`config.mk`:
```
export PLATFORM = sky130hd
export DESIGN_NAME = branch_rs
export DESIGN_NICKNAME = d
export VERILOG_FILES = /design/src/rtl/branch_rs.sv
export SDC_FILE = /design/constraint.sdc
export NUM_CORES = 2
export LEC_CHECK = 0
export BUFFER_PORTS_ARGS = -buffer_cell sky130_fd_sc_hd__buf_2
export CAP_MARGIN = 10
export CELL_PAD_IN_SITES_DETAIL_PLACEMENT = 1
export CELL_PAD_IN_SITES_GLOBAL_PLACEMENT = 2
export CORE_AREA = 4 4 386 312
export DETAILED_ROUTE_END_ITERATION = 7
export DIE_AREA = 0 0 390 316
export PLACE_DENSITY = 0.87
export SYNTH_ARGS = -nofsm -noshare
export SYNTH_HDL_FRONTEND = slang
export SYNTH_SLANG_ARGS = --single-unit
```
`constraint.sdc`:
```
create_clock -name i_clk -period 35.1 [get_ports i_clk]
set_input_delay 5.265 -clock i_clk [delete_from_list [all_inputs] [get_ports i_clk]]
set_output_delay 5.265 -clock i_clk [all_outputs]
set_load 0.05 [all_outputs]
```
`src/rtl/branch_rs.sv`:
```
// branch_rs: reservation station for branch/jump micro-ops.
// Compacting age-ordered queue where slot 0 is the oldest entry. Source
// operands are captured at dispatch or from the CDB. The oldest fully-ready
// entry is issued through a registered stage into the branch unit.
// Optional build macro BRS_WAKEUP_BYPASS_EN: select also sees the live CDB
// broadcast, so an entry can issue in the same cycle it is woken.
module branch_rs #(
    parameter int DATA_WIDTH = 32,
    parameter int ROB_WIDTH  = 4,
    parameter int PREG_WIDTH = 7,
    parameter int DEPTH      = 4
) (
    input  logic                       i_clk,
    input  logic                       i_rst,
    input  logic                       i_flush,
    input  logic                       i_disp_valid,
    output logic                       o_disp_ready,
    input  logic [DATA_WIDTH-1:0]      i_disp_pc,
    input  logic [DATA_WIDTH-1:0]      i_disp_imm,
    input  logic [3:0]                 i_disp_alu_op,
    input  logic [ROB_WIDTH-1:0]       i_disp_rob_tag,
    input  logic [PREG_WIDTH-1:0]      i_disp_prd,
    input  logic [PREG_WIDTH-1:0]      i_disp_prs1,
    input  logic [PREG_WIDTH-1:0]      i_disp_prs2,
    input  logic                       i_disp_rs1_rdy,
    input  logic                       i_disp_rs2_rdy,
    input  logic [DATA_WIDTH-1:0]      i_disp_rs1_val,
    input  logic [DATA_WIDTH-1:0]      i_disp_rs2_val,
    input  logic                       i_cdb_valid,
    input  logic [PREG_WIDTH-1:0]      i_cdb_prd,
    input  logic [DATA_WIDTH-1:0]      i_cdb_data,
    output logic                       o_valid,
    output logic [DATA_WIDTH-1:0]      o_op1,
    output logic [DATA_WIDTH-1:0]      o_op2,
    output logic [DATA_WIDTH-1:0]      o_pc,
    output logic [DATA_WIDTH-1:0]      o_imm,
    output logic [3:0]                 o_alu_op,
    output logic [ROB_WIDTH-1:0]       o_rob_tag,
    output logic [PREG_WIDTH-1:0]      o_prd,
    output logic [$clog2(DEPTH+1)-1:0] o_count
);

    localparam int CW = $clog2(DEPTH + 1);
    localparam int IW = $clog2(DEPTH);

    typedef struct packed {
        logic [DATA_WIDTH-1:0] pc;
        logic [DATA_WIDTH-1:0] imm;
        logic [3:0]            alu_op;
        logic [ROB_WIDTH-1:0]  rob_tag;
        logic [PREG_WIDTH-1:0] prd;
        logic [PREG_WIDTH-1:0] prs1;
        logic [PREG_WIDTH-1:0] prs2;
        logic                  rdy1;
        logic                  rdy2;
        logic [DATA_WIDTH-1:0] val1;
        logic [DATA_WIDTH-1:0] val2;
    } entry_t;

    // Entry storage; an entry is valid exactly when its slot index < count.
    entry_t                ent_q [DEPTH];
    entry_t                ent_d [DEPTH];
    entry_t                ent_wk [DEPTH];
    logic [CW-1:0]         count_q;
    logic [CW-1:0]         count_d;

    // Wakeup / select / dispatch signals
    logic                  cdb_live;
    logic [DEPTH-1:0]      hit1;
    logic [DEPTH-1:0]      hit2;
    logic [DEPTH-1:0]      can_issue;
    logic                  issue;
    logic [IW-1:0]         sel_idx;
    logic                  accept;
    logic [CW-1:0]         ins_pos;
    entry_t                new_ent;

    // Issue register
    logic                  iss_valid_q,  iss_valid_d;
    logic [DATA_WIDTH-1:0] iss_op1_q,    iss_op1_d;
    logic [DATA_WIDTH-1:0] iss_op2_q,    iss_op2_d;
    logic [DATA_WIDTH-1:0] iss_pc_q,     iss_pc_d;
    logic [DATA_WIDTH-1:0] iss_imm_q,    iss_imm_d;
    logic [3:0]            iss_alu_op_q, iss_alu_op_d;
    logic [ROB_WIDTH-1:0]  iss_rob_q,    iss_rob_d;
    logic [PREG_WIDTH-1:0] iss_prd_q,    iss_prd_d;

    assign o_disp_ready = (count_q < CW'(DEPTH));
    assign o_count      = count_q;
    assign o_valid      = iss_valid_q;
    assign o_op1        = iss_op1_q;
    assign o_op2        = iss_op2_q;
    assign o_pc         = iss_pc_q;
    assign o_imm        = iss_imm_q;
    assign o_alu_op     = iss_alu_op_q;
    assign o_rob_tag    = iss_rob_q;
    assign o_prd        = iss_prd_q;

    // CDB wakeup: produce a woken copy of every stored entry.
    always_comb begin
        cdb_live = i_cdb_valid && (i_cdb_prd != '0);
        for (int unsigned i = 0; i < DEPTH; i++) begin
            hit1[i]   = cdb_live && (CW'(i) < count_q) && !ent_q[i].rdy1
                        && (ent_q[i].prs1 == i_cdb_prd);
            hit2[i]   = cdb_live && (CW'(i) < count_q) && !ent_q[i].rdy2
                        && (ent_q[i].prs2 == i_cdb_prd);
            ent_wk[i] = ent_q[i];
            if (hit1[i]) begin
                ent_wk[i].rdy1 = 1'b1;
                ent_wk[i].val1 = i_cdb_data;
            end
            if (hit2[i]) begin
                ent_wk[i].rdy2 = 1'b1;
                ent_wk[i].val2 = i_cdb_data;
            end
        end
    end

    // Select the lowest-index (oldest) entry with both sources ready.
    always_comb begin
        issue   = 1'b0;
        sel_idx = '0;
        for (int unsigned i = 0; i < DEPTH; i++) begin
`ifdef BRS_WAKEUP_BYPASS_EN
            can_issue[i] = (CW'(i) < count_q)
                           && (ent_q[i].rdy1 || hit1[i])
                           && (ent_q[i].rdy2 || hit2[i]);
`else
            can_issue[i] = (CW'(i) < count_q) && ent_q[i].rdy1 && ent_q[i].rdy2;
`endif
        end
        for (int unsigned i = 0; i < DEPTH; i++) begin
            if (can_issue[i] && !issue) begin
                issue   = 1'b1;
                sel_idx = IW'(i);
            end
        end
    end

    // Build the incoming entry; prs 0 is hard-wired zero, a matching CDB
    // broadcast beats the dispatch-supplied ready/value.
    always_comb begin
        accept          = i_disp_valid && o_disp_ready;
        new_ent         = '0;
        new_ent.pc      = i_disp_pc;
        new_ent.imm     = i_disp_imm;
        new_ent.alu_op  = i_disp_alu_op;
        new_ent.rob_tag = i_disp_rob_tag;
        new_ent.prd     = i_disp_prd;
        new_ent.prs1    = i_disp_prs1;
        new_ent.prs2    = i_disp_prs2;
        if (i_disp_prs1 == '0) begin
            new_ent.rdy1 = 1'b1;
            new_ent.val1 = '0;
        end else if (i_cdb_valid && (i_cdb_prd == i_disp_prs1)) begin
            new_ent.rdy1 = 1'b1;
            new_ent.val1 = i_cdb_data;
        end else begin
            new_ent.rdy1 = i_disp_rs1_rdy;
            new_ent.val1 = i_disp_rs1_val;
        end
        if (i_disp_prs2 == '0) begin
            new_ent.rdy2 = 1'b1;
            new_ent.val2 = '0;
        end else if (i_cdb_valid && (i_cdb_prd == i_disp_prs2)) begin
            new_ent.rdy2 = 1'b1;
            new_ent.val2 = i_cdb_data;
        end else begin
            new_ent.rdy2 = i_disp_rs2_rdy;
            new_ent.val2 = i_disp_rs2_val;
        end
    end

    // Next queue contents: compact over the issued slot, then append at the tail.
    always_comb begin
        ins_pos = count_q - CW'(issue);
        for (int unsigned i = 0; i < DEPTH; i++) begin
            ent_d[i] = ent_wk[i];
        end
        if (issue) begin
            for (int unsigned i = 0; i < DEPTH - 1; i++) begin
                if (IW'(i) >= sel_idx) begin
                    ent_d[i] = ent_wk[i + 1];
                end
            end
        end
        if (accept) begin
            for (int unsigned i = 0; i < DEPTH; i++) begin
                if (CW'(i) == ins_pos) begin
                    ent_d[i] = new_ent;
                end
            end
        end
    end

    // Occupancy; a flush empties the queue and discards dispatch and issue.
    always_comb begin
        if (i_flush) begin
            count_d = '0;
        end else begin
            count_d = count_q + CW'(accept) - CW'(issue);
        end
    end

    // Issue register next state; payload is held when nothing issues.
    always_comb begin
        iss_valid_d  = 1'b0;
        iss_op1_d    = iss_op1_q;
        iss_op2_d    = iss_op2_q;
        iss_pc_d     = iss_pc_q;
        iss_imm_d    = iss_imm_q;
        iss_alu_op_d = iss_alu_op_q;
        iss_rob_d    = iss_rob_q;
        iss_prd_d    = iss_prd_q;
        if (!i_flush && issue) begin
            iss_valid_d  = 1'b1;
            iss_op1_d    = ent_q[sel_idx].val1;
            iss_op2_d    = ent_q[sel_idx].val2;
`ifdef BRS_WAKEUP_BYPASS_EN
            if (!ent_q[sel_idx].rdy1) begin
                iss_op1_d = i_cdb_data;
            end
            if (!ent_q[sel_idx].rdy2) begin
                iss_op2_d = i_cdb_data;
            end
`endif
            iss_pc_d     = ent_q[sel_idx].pc;
            iss_imm_d    = ent_q[sel_idx].imm;
            iss_alu_op_d = ent_q[sel_idx].alu_op;
            iss_rob_d    = ent_q[sel_idx].rob_tag;
            iss_prd_d    = ent_q[sel_idx].prd;
        end
    end

    // Entry storage and occupancy registers.
    always_ff @(posedge i_clk or posedge i_rst) begin
        if (i_rst) begin
            count_q <= '0;
            for (int unsigned i = 0; i < DEPTH; i++) begin
                ent_q[i] <= '0;
            end
        end else begin
            count_q <= count_d;
            for (int unsigned i = 0; i < DEPTH; i++) begin
                ent_q[i] <= ent_d[i];
            end
        end
    end

    // Issue stage registers driving the branch unit.
    always_ff @(posedge i_clk or posedge i_rst) begin
        if (i_rst) begin
            iss_valid_q  <= 1'b0;
            iss_op1_q    <= '0;
            iss_op2_q    <= '0;
            iss_pc_q     <= '0;
            iss_imm_q    <= '0;
            iss_alu_op_q <= '0;
            iss_rob_q    <= '0;
            iss_prd_q    <= '0;
        end else begin
            iss_valid_q  <= iss_valid_d;
            iss_op1_q    <= iss_op1_d;
            iss_op2_q    <= iss_op2_d;
            iss_pc_q     <= iss_pc_d;
            iss_imm_q    <= iss_imm_d;
            iss_alu_op_q <= iss_alu_op_d;
            iss_rob_q    <= iss_rob_d;
            iss_prd_q    <= iss_prd_d;
        end
    end

endmodule

```
# == Yosys cells after proc, flatten, opt, wreduce, memory -nomap -nowiden ==
# Cells that the tools add are included.
# op_classes
order_cmp,9
n_bitwise,1
n_reduce_logical,53
add_sub_neg,3
eq_ne,13
mux,45
# op_table
cell,count
2-to-1 mux 159 bit,9
2-to-1 mux 636 bit,1
2-to-1 mux 477 bit,1
2-to-1 mux 32 bit,12
binary-select mux 159 bit (select 2 bit),1
equality test 7 bit,10
logical AND 1 bit,36
2-to-1 mux 1 bit,18
logical NOT 7 bit,2
logical NOT 1 bit,12
nonzero test 7 bit,1
"equality test 2 x 3 -> 1 bit, first input constant",2
"less-than comparator 1 x 3 -> 1 bit, first input constant",2
"less-than comparator 2 x 3 -> 1 bit, first input constant",2
subtractor 3 x 1 -> 3 bit,2
">= comparator 1 x 2 -> 1 bit, first input constant",2
2-to-1 mux 2 bit,2
adder 3 x 1 -> 3 bit,1
"equality test 1 x 3 -> 1 bit, first input constant",1
">= comparator 3 bit, second input constant",1
logical NOT 3 bit,1
"less-than comparator 3 bit, second input constant",1
2-to-1 mux 3 bit,1
inverter 2 -> 3 bit,1
2 further kinds,2
# word_totals
word_cells,177
regBits,783

# == Logic depth before layout (Yosys ltp) ==
# logic_depth
ltp_word,18
ltp_mapped,17
depth_no_buf,12

# == Least setup slack after synthesis ==
# No wires, ideal clock.
# synth_timing
kind,input-to-reg
from,input port i_cdb_prd[4]
to,register ent_q[195] (netlist bit)
required_time_ns,34.953
path_slack_ns,27.965
setup_ns,0.147
arrival_time_ns,6.988
path_stages,8
path_cell_list,buf_4 xor2_1 or4_1 or3_1 buf_6 buf_6 a211oi_1 a221oi_1
# synth_rtl
element,line,rtl
start: declaration,30,"input logic [PREG_WIDTH-1:0] i_cdb_prd,"
end signal: indexed assignment,245,ent_q[i] <= ent_d[i];
end: declaration,61,entry_t ent_q [DEPTH];

==> summary.txt <==
Status: completed
Tcrit/Tclk final: 22.2%
WP data arrival: 8.34 ns
Switch share: 45.8%
Area Overhead vs Synth: 12.4%
EDFF count, synth: 0
CTS sink cnt: 783
Most common cell after layout, fill and taps aside: dfrtp_1
CP Data Required Time: 35.65 ns
Reg power frac: 32.9%
TritonCTS Buffers: 89
Hold path start: ent_q[88]$_DFFE_PP0P_
FF+latch count, synth: 783
Syn_nets: 4,806
Cells after DPL: 6,083
Int Pwr: 2680 uW
Routed Antenna Nets: 0
Worst-path clk slew: 0.06 ns
Startpoint Class: input port
Clock Tree Buf Depth: 3
Reg-to-Reg Start: o_count[2]$_DFF_PP0_
End of the worst register-to-register path: ent_q[492]$_DFF_PP0_
Clock Power Share: 19.6%
H-tree levels: 3
Critical Path End Type: register
Number of hold buffers added after cts: 0
Register area: 19,600 um2
Initial DRC Count: 3,465
Critical path class: in2reg
GR Layer Usage met3: 6.25%
Std cell rows: 112
Post-CTS repair timing setup buffer count: 0
Root Driver: clkbuf_16
Routed vias: 38,600
I/O Buffers: 350
Crit path max fanout: 40
Synth warn: 0
Initial core utilization: 38.8%
Setup slack, reg-to-reg: 29.92 ns
Setup tns final: 0 ns
DR vias/cell: 6.15
Fill count: 13,000
Cell area after synthesis: 45,200 um2
CTS tree: done
Yosys cell types: 56
RSZ-0062 raised after global routing: no
First-pass GRT wire length: 260 mm
IO Pins: 351
Busiest grt layer: met2
DIE HEIGHT: 316 um
Pre-antenna DRT Iters: 8
Leakage: 0.0222 uW
Routability cong.: 0.817
# DRC: 0
Area of the multi-input gates: 23,700 um2
Pins Over Slew Limit: 0
Final setup violation count: 0
Vias in the first global route: 40,500
Fmax: 0.128 GHz
Comb pwr share: 47.5%
Relative slew margins: 9.22%
Met2 Usage GRT: 42.7%
Final Hold Fails: 0
Fin area: 50,700 um2
Die area: 123,000 um2
Worst reg-to-reg path cell count: 12
Share of cells above drive strength 1: 14.9%
Hpwl dp: 96.1 mm
Routed WL: 170 mm
Largest net degree at the start of global routing: 168
Crit path from: i_cdb_prd[5]
Highest-count cells in the layout ignoring fill and taps: dfrtp_1 (783), mux2i_1 (774), nand2_1 (704), buf_2 (350), o21ai_0 (344)
Power per Cell Area: 97.5 nW/um2
Syn Area/Cell: 9.83 um2
CP endpoint: ent_q[377]$_DFF_PP0_
Sequential area share after synthesis: 43.4%
Minimum clock period after layout: 7.80 ns
Post-synthesis cell count: 4,595
Switching power: 2270 uW
Worst Skew: 0.0460 ns
Hold crit path type: reg2reg
GRT met1 Usage: 37.3%
Die width: 390 um
Non-filler instance count after layout: 6,269
Drt wl/cell: 27.2 um
Async set-or-reset flop fraction in the synthesized netlist: 100%
Max VDD drop: 0.000117 V
Remaining global-route overflow: 0
Tot GR Track Use: 27.2%
Worst skew pair latency: 0.71 ns
Worst-margin pin slew: 1.36 ns
Post-synth top flop: dfrtp_1
Post-cts sizing count: 0
Post-Route Utilization: 43.6%
Initial antenna violation count: 34
Post-DP Area: 47,700 um2
Nets: 4,846
MaxCap Viol Count: 0
Hold Slack: 0.494 ns
Core area: 116,000 um2
-- cells in the mapped netlist (all sizes together) (21+ instances only) --
library cell	number	area [um2]
o211ai	145	1090
dfrtp	783	19600
mux2i	774	7750
buf	132	761
and4	64	561
nand2	711	2670
a211oi	133	1000
a21oi	68	340
o211a	32	320
clkbuf	342	1280
o32ai	64	576
a31oi	68	425
mux2	112	1260
xor2	56	490
nor4b	32	280
nor3b	285	2140
a221oi	64	561
nor3	37	190
nor2	157	589
a222oi	64	641
nand2b	21	131
o21ai	346	1730
-- power by group through the flow --
stage	Sequential [uW]	Combinational, uW	Clock [uW]
floorplan	1770	1450	0
global placement	1620	2260	0
detailed placement	1630	2330	0
CTS	1620	2340	988
global route	1680	2550	1030
finish	1630	2350	970
-- cell families (layout without fill, tap and decap cells) --
logic type | Yosys count | in the layout | share of synthesized area, %
XOR/XNOR | 71 | 71 | 1.38
AND/OR/NAND/NOR | 1366 | 1366 | 15.4
multiplexers | 886 | 886 | 20.0
buffers and inverters | 485 | 596 | 4.62
adder cells (fa/ha/maj) | 8 | 8 | 0.238
AO/OA/AOI/OAI | 996 | 996 | 15.0
flip-flops | 783 | 783 | 43.4
other | 0 | 24 | 0
-- routing by layer --
layer / wire, um / up-vias
met4: 4400 / 14
met1: 75300 / 19900
met5: 88 / -
met3: 13200 / 276
li1: - / 17000
met2: 77400 / 1379
-- worst min-delay path by stage --
stage / endpoint / slack, ns / cells past startpoint
after CTS: ent_q[88]$_DFFE_PP0P_ / 0.50 / 2
after global placement: ent_q[94]$_DFFE_PP0P_ / 0.48 / 2
final: ent_q[88]$_DFFE_PP0P_ / 0.49 / 2
after detailed placement: ent_q[88]$_DFFE_PP0P_ / 0.48 / 2
after floorplan: ent_q[100]$_DFFE_PP0P_ / 0.46 / 2
after global routing: ent_q[138]$_DFFE_PP0P_ / 0.53 / 2
-- state kept, by name, summed over array words and instances (netlist names) --
register   count
ent_q        636
o_imm         32
o_op2         32
o_pc          32
o_alu_op       4
o_prd          7
o_rob_tag      4
o_op1         32
o_valid        1
o_count        3
-- worst max-delay path, cell delays in order --
cell	delay (ns)
buf_2	0.32
xnor2_1	0.11
nand4_1	0.13
buf_4	0.52
or2_4	0.51
buf_4	0.66
a31oi_1	0.32
a222oi_1	0.41
-- final cells by class --
| type | instances | share of cell area (%) |
|---|---|---|
| Antenna cell | 24 | 0.118 |
| Clock buffer | 132 | 5.20 |
| Clock inverter | 30 | 0.678 |
| Inverter | 11 | 0.0962 |
| Multi-Input combinational cell | 3327 | 46.8 |
| Sequential cell | 783 | 38.6 |
| Tap cell | 1539 | 3.79 |
| Timing Repair Buffer | 423 | 4.73 |
-- per-stage QoR --
step / total power, uW / setup slack [ns]
3_5_place_dp: 3960 / 26.50
4_1_cts: 4950 / 27.26
6_report: 4950 / 27.30
3_3_place_gp: 3870 / 26.51
5_1_grt: 5260 / 26.89
2_1_floorplan: 3220 / 7.85
Power figures use the tool's default switching activity.
